<file path="config.mk">
export PLATFORM = sky130hd
export DESIGN_NAME = axis_unpack_flat
export DESIGN_NICKNAME = d
export VERILOG_FILES = /design/src/rtl/axis_unpack_pkg.sv /design/src/rtl/axis_unpack_if.sv /design/src/rtl/axis_unpack_shift.sv /design/src/rtl/axis_unpack.sv /design/src/flat_wrapper.sv
export SDC_FILE = /design/constraint.sdc
export NUM_CORES = 1
export LEC_CHECK = 0
export ABC_AREA = 1
export BUFFER_PORTS_ARGS = -buffer_cell sky130_fd_sc_hd__buf_4
export CAP_MARGIN = 25
export CORE_UTILIZATION = 51
export DETAILED_ROUTE_END_ITERATION = 6
export PLACE_DENSITY = 0.87
export REMOVE_ABC_BUFFERS = 1
export SYNTH_ARGS = -nofsm -noshare
export SYNTH_HDL_FRONTEND = slang
export SYNTH_SLANG_ARGS = --single-unit
</file>
<file path="constraint.sdc">
create_clock -name clock -period 1.3 [get_ports clock]
set_input_delay 0.065 -clock clock [delete_from_list [all_inputs] [get_ports clock]]
set_output_delay 0.065 -clock clock [all_outputs]
set_load 0.02 [all_outputs]
</file>
<file path="src/rtl/axis_unpack_pkg.sv">
// axis_unpack_pkg: shared defaults, load-source type and helpers
// for the wide-to-narrow AXI-stream unpacker.
package axis_unpack_pkg;

   localparam int DEF_DATA_WIDTH = 8;
   localparam int DEF_RATIO      = 4;

   // where the shift register takes its next word from
   typedef enum logic [1:0] {
      LD_NONE   = 2'd0,
      LD_BUF    = 2'd1,
      LD_BYPASS = 2'd2
   } load_src_e;

   function automatic int cnt_width(input int ratio);
      return (ratio > 1) ? $clog2(ratio) : 1;
   endfunction

endpackage

</file>
<file path="src/rtl/axis_unpack_if.sv">
// axis_unpack_if: one AXI-stream channel, width W,
// with master (driver) and slave (receiver) views.
interface axis_unpack_if #(
   parameter int W = 8
) ();

   logic [W-1:0] tdata;
   logic         tvalid;
   logic         tready;
   logic         tlast;

   modport master (
      output tdata, tvalid, tlast,
      input  tready
   );

   modport slave (
      input  tdata, tvalid, tlast,
      output tready
   );

endinterface

</file>
<file path="src/rtl/axis_unpack_shift.sv">
// axis_unpack_shift: wide shift register, beat counter,
// output slice and registered last-beat flag.
module axis_unpack_shift
   import axis_unpack_pkg::*;
#(
   parameter int DATA_WIDTH = DEF_DATA_WIDTH,
   parameter int RATIO      = DEF_RATIO,
   parameter int LSB_FIRST  = 1
) (
   input  logic                        clock,
   input  logic                        reset_n,
   input  logic                        load,
   input  logic                        advance,
   input  logic [RATIO*DATA_WIDTH-1:0] load_data,
   output logic [DATA_WIDTH-1:0]       beat,
   output logic                        last
);

   localparam int WW = RATIO * DATA_WIDTH;
   localparam int CW = cnt_width(RATIO);
   localparam logic [CW-1:0] LAST_CNT = CW'(RATIO - 1);

   logic [WW-1:0] shreg;
   logic [CW-1:0] count;

   // load a fresh word or shift the next slice into the output slot
   always_ff @(posedge clock or negedge reset_n) begin
      if (!reset_n) begin
         shreg <= '0;
         count <= '0;
         last  <= 1'b0;
      end else if (load) begin
         shreg <= load_data;
         count <= '0;
         last  <= 1'b0;
      end else if (advance) begin
         if (LSB_FIRST != 0)
            shreg <= shreg >> DATA_WIDTH;
         else
            shreg <= shreg << DATA_WIDTH;
         count <= count + 1'b1;
         last  <= (count + 1'b1) == LAST_CNT;
      end
   end

   if (LSB_FIRST != 0) begin : g_lsb
      assign beat = shreg[DATA_WIDTH-1:0];
   end else begin : g_msb
      assign beat = shreg[WW-1 -: DATA_WIDTH];
   end

endmodule

</file>
<file path="src/rtl/axis_unpack.sv">
// axis_unpack: serializes RATIO*DATA_WIDTH words into RATIO
// narrow beats, one-word skid buffer keeps full throughput.
module axis_unpack
   import axis_unpack_pkg::*;
#(
   parameter int DATA_WIDTH = DEF_DATA_WIDTH,
   parameter int RATIO      = DEF_RATIO,
   parameter int LSB_FIRST  = 1
) (
   input  logic          clock,
   input  logic          reset_n,
   axis_unpack_if.slave  s_axis,
   axis_unpack_if.master m_axis
);

   localparam int WW = RATIO * DATA_WIDTH;

   if (RATIO < 2) begin : g_bad_ratio
      $error("axis_unpack: RATIO must be >= 2");
   end

   logic [WW-1:0]         buf_data;
   logic                  buf_valid;
   logic                  buf_valid_n;
   logic                  s_ready_q;
   logic                  m_valid_q;
   logic                  advance;
   logic                  drain;
   logic                  accept;
   logic                  last;
   logic                  load;
   logic [WW-1:0]         load_data;
   logic [DATA_WIDTH-1:0] beat;
   logic                  unused_s_tlast;
   load_src_e             src;

   assign unused_s_tlast = s_axis.tlast;

   // handshake decode and choice of the next shift-register word
   always_comb begin
      advance = m_valid_q && m_axis.tready;
      drain   = !m_valid_q || (advance && last);
      accept  = s_axis.tvalid && s_ready_q;
      src     = LD_NONE;
      if (drain) begin
         if (buf_valid)
            src = LD_BUF;
         else if (accept)
            src = LD_BYPASS;
      end
      buf_valid_n = buf_valid;
      if (src == LD_BUF)
         buf_valid_n = 1'b0;
      if (accept && src != LD_BYPASS)
         buf_valid_n = 1'b1;
      load      = src != LD_NONE;
      load_data = (src == LD_BUF) ? buf_data : s_axis.tdata;
   end

   // skid buffer, input ready and output valid registers
   always_ff @(posedge clock or negedge reset_n) begin
      if (!reset_n) begin
         buf_data  <= '0;
         buf_valid <= 1'b0;
         s_ready_q <= 1'b1;
         m_valid_q <= 1'b0;
      end else begin
         buf_valid <= buf_valid_n;
         s_ready_q <= !buf_valid_n;
         if (accept && src != LD_BYPASS)
            buf_data <= s_axis.tdata;
         if (load)
            m_valid_q <= 1'b1;
         else if (drain)
            m_valid_q <= 1'b0;
      end
   end

   axis_unpack_shift #(
      .DATA_WIDTH (DATA_WIDTH),
      .RATIO      (RATIO),
      .LSB_FIRST  (LSB_FIRST)
   ) u_shift (
      .clock     (clock),
      .reset_n   (reset_n),
      .load      (load),
      .advance   (advance && !drain),
      .load_data (load_data),
      .beat      (beat),
      .last      (last)
   );

   assign s_axis.tready = s_ready_q;
   assign m_axis.tvalid = m_valid_q;
   assign m_axis.tdata  = beat;
   assign m_axis.tlast  = last;

`ifdef FORMAL
   logic [1:0] pending;
   assign pending = {1'b0, m_valid_q} + {1'b0, buf_valid};

   // a stalled beat must stay put until it is taken
   always @(posedge clock) begin
      if (reset_n && $past(reset_n) && $past(m_axis.tvalid && !m_axis.tready))
         assert (m_axis.tvalid && $stable(m_axis.tdata) && $stable(m_axis.tlast));
      assert (pending <= 2'd2);
   end
`endif

endmodule

</file>
<file path="src/flat_wrapper.sv">
// flat-port wrapper written by rule: the top's interface ports become plain ports
module axis_unpack_flat import axis_unpack_pkg::*;
#(
   parameter int DATA_WIDTH = DEF_DATA_WIDTH,
   parameter int RATIO      = DEF_RATIO,
   parameter int LSB_FIRST  = 1
)
  (clock, reset_n, s_axis_tdata, s_axis_tvalid, s_axis_tlast, s_axis_tready, m_axis_tdata, m_axis_tvalid, m_axis_tlast, m_axis_tready);
  axis_unpack_if #(.W(((8) * (4)))) s_axis_i ();
  axis_unpack_if #(.W((8))) m_axis_i ();
  input  logic clock;
  input  logic reset_n;
  input wire logic [$bits(s_axis_i.tdata)-1:0] s_axis_tdata;
  input wire logic [$bits(s_axis_i.tvalid)-1:0] s_axis_tvalid;
  input wire logic [$bits(s_axis_i.tlast)-1:0] s_axis_tlast;
  output wire logic [$bits(s_axis_i.tready)-1:0] s_axis_tready;
  output wire logic [$bits(m_axis_i.tdata)-1:0] m_axis_tdata;
  output wire logic [$bits(m_axis_i.tvalid)-1:0] m_axis_tvalid;
  output wire logic [$bits(m_axis_i.tlast)-1:0] m_axis_tlast;
  input wire logic [$bits(m_axis_i.tready)-1:0] m_axis_tready;
  assign s_axis_i.tdata = s_axis_tdata;
  assign s_axis_i.tvalid = s_axis_tvalid;
  assign s_axis_i.tlast = s_axis_tlast;
  assign s_axis_tready = s_axis_i.tready;
  assign m_axis_tdata = m_axis_i.tdata;
  assign m_axis_tvalid = m_axis_i.tvalid;
  assign m_axis_tlast = m_axis_i.tlast;
  assign m_axis_i.tready = m_axis_tready;
  axis_unpack #(.DATA_WIDTH(DATA_WIDTH), .RATIO(RATIO), .LSB_FIRST(LSB_FIRST)) u_core (.clock(clock), .reset_n(reset_n), .s_axis(s_axis_i), .m_axis(m_axis_i));
endmodule
</file>
Word level (Yosys, flattened, before mapping)
Cells that the tools add are included.
{"block": "totals", "register_bits": 70, "inputBits": 37, "out_inout_bits": 11}
{"block": "op_classes", "eq_ne": 3, "muxes": 14, "n_addsub": 1, "n_reduce_logical": 12}
{"cell": "32-bit two-way mux", "n": 3}
{"cell": "2-bit two-way mux", "n": 5}
{"cell": "1-bit two-way mux", "n": 6}
{"cell": "2-bit nonzero test", "n": 3}
{"cell": "1-bit logical AND", "n": 5}
{"cell": "1-bit zero test", "n": 3}
{"cell": "2-bit by 1-bit adder with 2-bit output, second input constant", "n": 1}
{"cell": "2-bit by 1-bit equality test with 1-bit output, second input constant", "n": 1}
{"cell": "2-bit equality test, second input constant", "n": 1}
{"cell": "2-bit inequality test, second input constant", "n": 1}
{"cell": "1-bit logical OR", "n": 1}

Longest topological paths before layout
{"block": "logic_depth", "depth_word": 8, "depth_mapped": 8, "ltp_nobuf": 6}

Hierarchy
From an unflattened synthesis, not the netlist that was laid out.
{"block": "unflattened", "hier_cells": 450, "hier_area_um2": 3549.7}
{"module": "axis_unpack", "seq_area_each_um2": 877.1, "instances": 1, "area_each_um2": 1929.4, "cells_per_inst": 263}
{"module": "axis_unpack_shift", "seq_area_each_um2": 875.8, "instances": 1, "area_each_um2": 1620.3, "cells_per_inst": 187}

Worst setup path before layout
No wires, ideal clock.
{"block": "synth_timing", "kind": "flip-flop to flip-flop", "startpoint": "register u_core.s_ready_q, in the netlist u_core.s_axis.tready", "endpoint": "register u_core.u_shift.shreg[0]", "arrival_time_ns": 1.228, "required_ns": 1.182, "n_path_buf": 2, "path_stages_with_launch": 8, "setup_slack_ns": -0.046, "setup_ns": 0.118, "cell_sequence": "dfstp_2 nand2_1 nand2_1 nand2_4 buf_6 buf_2 a21oi_1 nor2_1"}
{"block": "synth_via", "elab_chain_len": 7}
{"element": "from (decl)", "line_no": "axis_unpack.sv:25", "source": "logic s_ready_q;"}
{"element": "from (signal assigned)", "line_no": "axis_unpack.sv:69", "source": "s_ready_q <= !buf_valid_n;"}
{"element": "1-bit logical AND (*)", "line_no": "axis_unpack.sv:43", "source": "accept = s_axis.tvalid && s_ready_q;"}
{"element": "2-bit two-way mux (*)", "line_no": "axis_unpack.sv:48", "source": "else if (accept)"}
{"element": "2-bit two-way mux (*)", "line_no": "axis_unpack.sv:46", "source": "if (buf_valid)"}
{"element": "2-bit two-way mux (*)", "line_no": "axis_unpack.sv:45", "source": "if (drain) begin"}
{"element": "2-bit by 1-bit equality test with 1-bit output", "line_no": "axis_unpack.sv:57", "source": "load_data = (src == LD_BUF) ? buf_data : s_axis.tdata;"}
{"element": "32-bit two-way mux", "line_no": "axis_unpack.sv:57"}
{"element": "32-bit two-way mux", "line_no": "axis_unpack_shift.sv:32", "source": "end else if (load) begin"}
{"element": "to (signal assigned)", "line_no": "axis_unpack_shift.sv:33", "source": "shreg <= load_data;"}
{"element": "to (signal assigned)", "line_no": "axis_unpack_shift.sv:38", "source": "shreg <= shreg >> DATA_WIDTH;"}
{"element": "to (signal assigned)", "line_no": "axis_unpack_shift.sv:40", "source": "shreg <= shreg << DATA_WIDTH;"}
{"element": "to (decl)", "line_no": "axis_unpack_shift.sv:23", "source": "logic [WW-1:0] shreg;"}
Mark *: on every way between the ends. The rest lies on a longest branch, timed or not.
A chain may end at the register's enable or synchronous reset.

Final worst setup path
{"block": "layout_timing", "startpoint": "register u_core.s_ready_q, in the netlist u_core.s_axis.tready", "endpoint": "register u_core.u_shift.shreg[17]"}
The elaborated chain is that of the path after synthesis.

==> impl_metrics.json <==
{
  "multi_input_area_sq_um": 1550,
  "overflow": 0,
  "seqPwrFrac_pct": 31.5,
  "synth_largest_area_cell": "dfrtp_1",
  "wl_met2_um": 5180,
  "cts_tree": "built",
  "wl_met1_um": 4060,
  "crit_type": "register to register",
  "mostFrequentLayoutCell": "nand2_1",
  "final_max_slew_viol_count": 0,
  "violations": "DRC, hold timing, setup timing",
  "die_w_um": 84.0,
  "crit_chain": "nand2_2 > nand2_2 > nand2_4 > buf_12 > nor2_2 > nand2_1 > a21oi_2",
  "fillCellCount": 399,
  "path_clk_slew_ns": 0.08,
  "critPathRequiredTime_ns": 1.57,
  "r2r_end": "u_core.u_shift.shreg[17]",
  "die_y_um": 84.0,
  "final_nets": 539,
  "ant_nets": 0,
  "hp-start": "s_axis_tdata[1]",
  "top_layer_used": "met4",
  "wl_met3_um": 1040,
  "clock_skew_ns": 0.00926,
  "power.internal_mw": 7.32,
  "worst_ep_arrival_time_ns": 1.70,
  "synth.area.top_cells": "dfrtp_1 (50%), nand2_1 (11%), o21ai_0 (7.6%), nor2_1 (4.6%), inv_1 (4.4%)",
  "htreeDepth": 3,
  "ys_types": 22,
  "io_pins": 48,
  "drtIter0Drc": 431,
  "netSwitchingFraction_pct": 41.7,
  "hold_path_depth": 3,
  "vias": 3436,
  "clk_latency_ns": 0.35,
  "grt_pass1_vias": 2947,
  "drt_pass1_iterations": 7,
  "clkSinkCount": 70,
  "cap_violations": 0,
  "critPathMaxFanout": 23,
  "final_area_sq_um": 4800,
  "fin_setup_tns_ns": -2.85,
  "rsz0062_at_grt": "yes",
  "via_per_inst": 5.89,
  "slew_headroom_pct": 69.9,
  "power_leakage_nw": 2.41,
  "initial_core_util_pct": 53.4,
  "max_stage_delay_ns": 0.56,
  "powerDensity_nw_per_um2": 2610,
  "end_kind": "register",
  "p_clk_share_pct": 15.7,
  "final.min_clock_period_ns": 1.43,
  "path_common_cell": "nand2_2",
  "synth.cell_area_sq_um": 3430,
  "dp_hpwl_um": 4770,
  "port-buffer-count": 46,
  "critPathLaunchType": "register",
  "fp.dieArea_sq_um": 7060,
  "syn2layout_area_growth_pct": 40.0,
  "combPwrFrac_pct": 52.9,
  "cts_buffer_depth": 2,
  "setup_viol": 54,
  "peakVddDrop_v": 0.00103,
  "placed_area_sq_um": 3890,
  "antenna_cells": 0,
  "finalHoldViolations": 3,
  "clock.fmax_mhz": 700,
  "final_cell_mix": "nand2_1 (77), dfrtp_1 (68), buf_4 (56), inv_1 (38), nor2_1 (38)",
  "r2r_start": "u_core.s_axis.tready",
  "r2r_setup_slack_ns": -0.13,
  "synth_area_per_cell_sq_um": 8.04,
  "hold_end": "u_core.buf_data[1]",
  "yosys_warnings": 0,
  "wire_per_inst_um": 18.4,
  "placed_cells": 533,
  "r2r_cells": 7,
  "setup_slack_ns": -0.129,
  "slowest_stage": "dfstp_2",
  "ff_latch_area_sq_um": 1750,
  "fin_hold_ws_ns": -0.00751,
  "track_usage_pct": 23.0,
  "synth_seq_area_share_pct": 51.1,
  "coreArea_sq_um": 6420,
  "stdcell_count": 583,
  "place.gp.congestion": 0.748,
  "tightest_slew_ns": 0.452,
  "synth_top_area_share_pct": 50.3,
  "status": "finished, violations left",
  "drive_above_1_share_pct": 34.0,
  "fp-row-count": 29,
  "cts-root-buf": "clkbuf_8",
  "netlist_instances": 427,
  "grt_pass1_wl_um": 12800,
  "numCtsBuffers": 9,
  "drcViolationCount": 10,
  "wl_um": 10700,
  "hold_path_class": "input pin to register",
  "ys_seq_elements": 70,
  "p_sw_mw": 5.24,
  "antenna_found_initial": 0,
  "timing.final.crit_share_pct": 110,
  "grt_max_degree": 45
}
-- how the worst max path moves through the flow --
stage | endpoint | from | slack [ns] | depth (start not counted)
CTS | u_core.buf_data[9] | u_core.buf_valid | -0.003 | 7
global route | u_core.u_shift.shreg[13] | u_core.s_axis.tready | -0.21 | 7
floorplan | u_core.buf_data[10] | u_core.u_shift.last | -0.97 | 5
global placement | u_core.u_shift.shreg[23] | u_core.m_axis.tvalid | 0.04 | 6
finish | u_core.u_shift.shreg[17] | u_core.s_axis.tready | -0.13 | 7
detailed placement | u_core.buf_data[9] | u_core.u_shift.last | 0.002 | 6
-- cells in the mapped netlist --
cell type,instances
nand2_4,2
o21ai_0,52
dfrtp_1,69
or2_2,20
nand2_1,101
nand3b_1,8
inv_2,1
nor2_2,6
o21ai_1,12
buf_2,8
clkbuf_2,1
buf_1,1
buf_6,4
clkbuf_1,7
nand3_2,1
inv_1,40
nor2_1,42
buf_4,12
dfstp_2,1
a21oi_1,24
nand3_1,14
ha_1,1
-- critical path, delay by kind of cell (launching register included) --
| kind | cells | cell delay [ns] |
|---|---|---|
| and+or+nand+nor | 5 | 0.43 |
| DFF | 1 | 0.56 |
| buffers and inverters | 1 | 0.19 |
| AOI/OAI and AO/OA | 1 | 0.15 |
-- layout make-up --
cell class,count,area share (%)
Clock buffer,12,3.02
Clock inverter,4,1.46
Inverter,41,3.33
Multi-Input combinational cell,284,32.2
Sequential cell,70,36.5
Tap cell,77,2.01
Timing Repair Buffer,95,21.5
-- stage by stage --
stage	power, mW	worst slack [ns]	hold WS, ns	utilization (%)
3_3_place_gp	8.15	0.0449	0.0364	60.5
6_report	12.6	-0.129	-0.00751	74.8
3_5_place_dp	8.44	0.00220	0.0372	60.5
5_1_grt	13.2	-0.207	-0.00893	74.8
2_1_floorplan	6.57	-0.975	-0.231	-
4_1_cts	10.4	-0.00250	0.00214	66.4
-- power groups by stage --
stage / clock network [mW] / registers (mW) / logic [mW]
3_5_place_dp: 0 / 3.78 / 4.66
3_3_place_gp: 0 / 3.71 / 4.44
2_1_floorplan: 0 / 3.86 / 2.71
4_1_cts: 1.93 / 3.75 / 4.76
5_1_grt: 2.05 / 4.02 / 7.11
6_report: 1.97 / 3.95 / 6.64
-- layer usage --
layer / up-vias / GRT usage (%)
li1: 1494 / -
met3: 52 / 5.14
met4: 0 / 9.87
met2: 237 / 39.0
met5: - / 0
met1: 1653 / 28.3
-- kinds of logic (layout without fill, tap and decap cells) --
| kind of cell | Yosys count | in the layout | share of synthesized area [%] |
|---|---|---|---|
| AO/OA/AOI/OAI | 88 | 88 | 12.8 |
| adder cells (fa/ha/maj) | 1 | 1 | 0.365 |
| buffers and inverters | 74 | 152 | 10.6 |
| flip-flops | 70 | 70 | 51.1 |
| AND/OR/NAND/NOR | 194 | 195 | 25.1 |
-- registers in the layout, summed over array words and instances (netlist names) --
name,count
u_core.u_shift.last,1
u_core.u_shift.shreg,32
u_core.m_axis.tvalid,1
u_core.buf_data,32
u_core.buf_valid,1
u_core.u_shift.count,2
u_core.s_axis.tready,1
-- what timing repair did --
action / 4_1_cts / 5_1_grt
pin swaps: 0 / 11
resized for setup: 2 / 88
buffers inserted: 0 / 4
setup endpoints to repair: 3 / 58
gates cloned: 0 / 12
hold buffers: 16 / 2
endpoints found under the hold margin: 45 / 2
(Power assumes the default switching activity.)
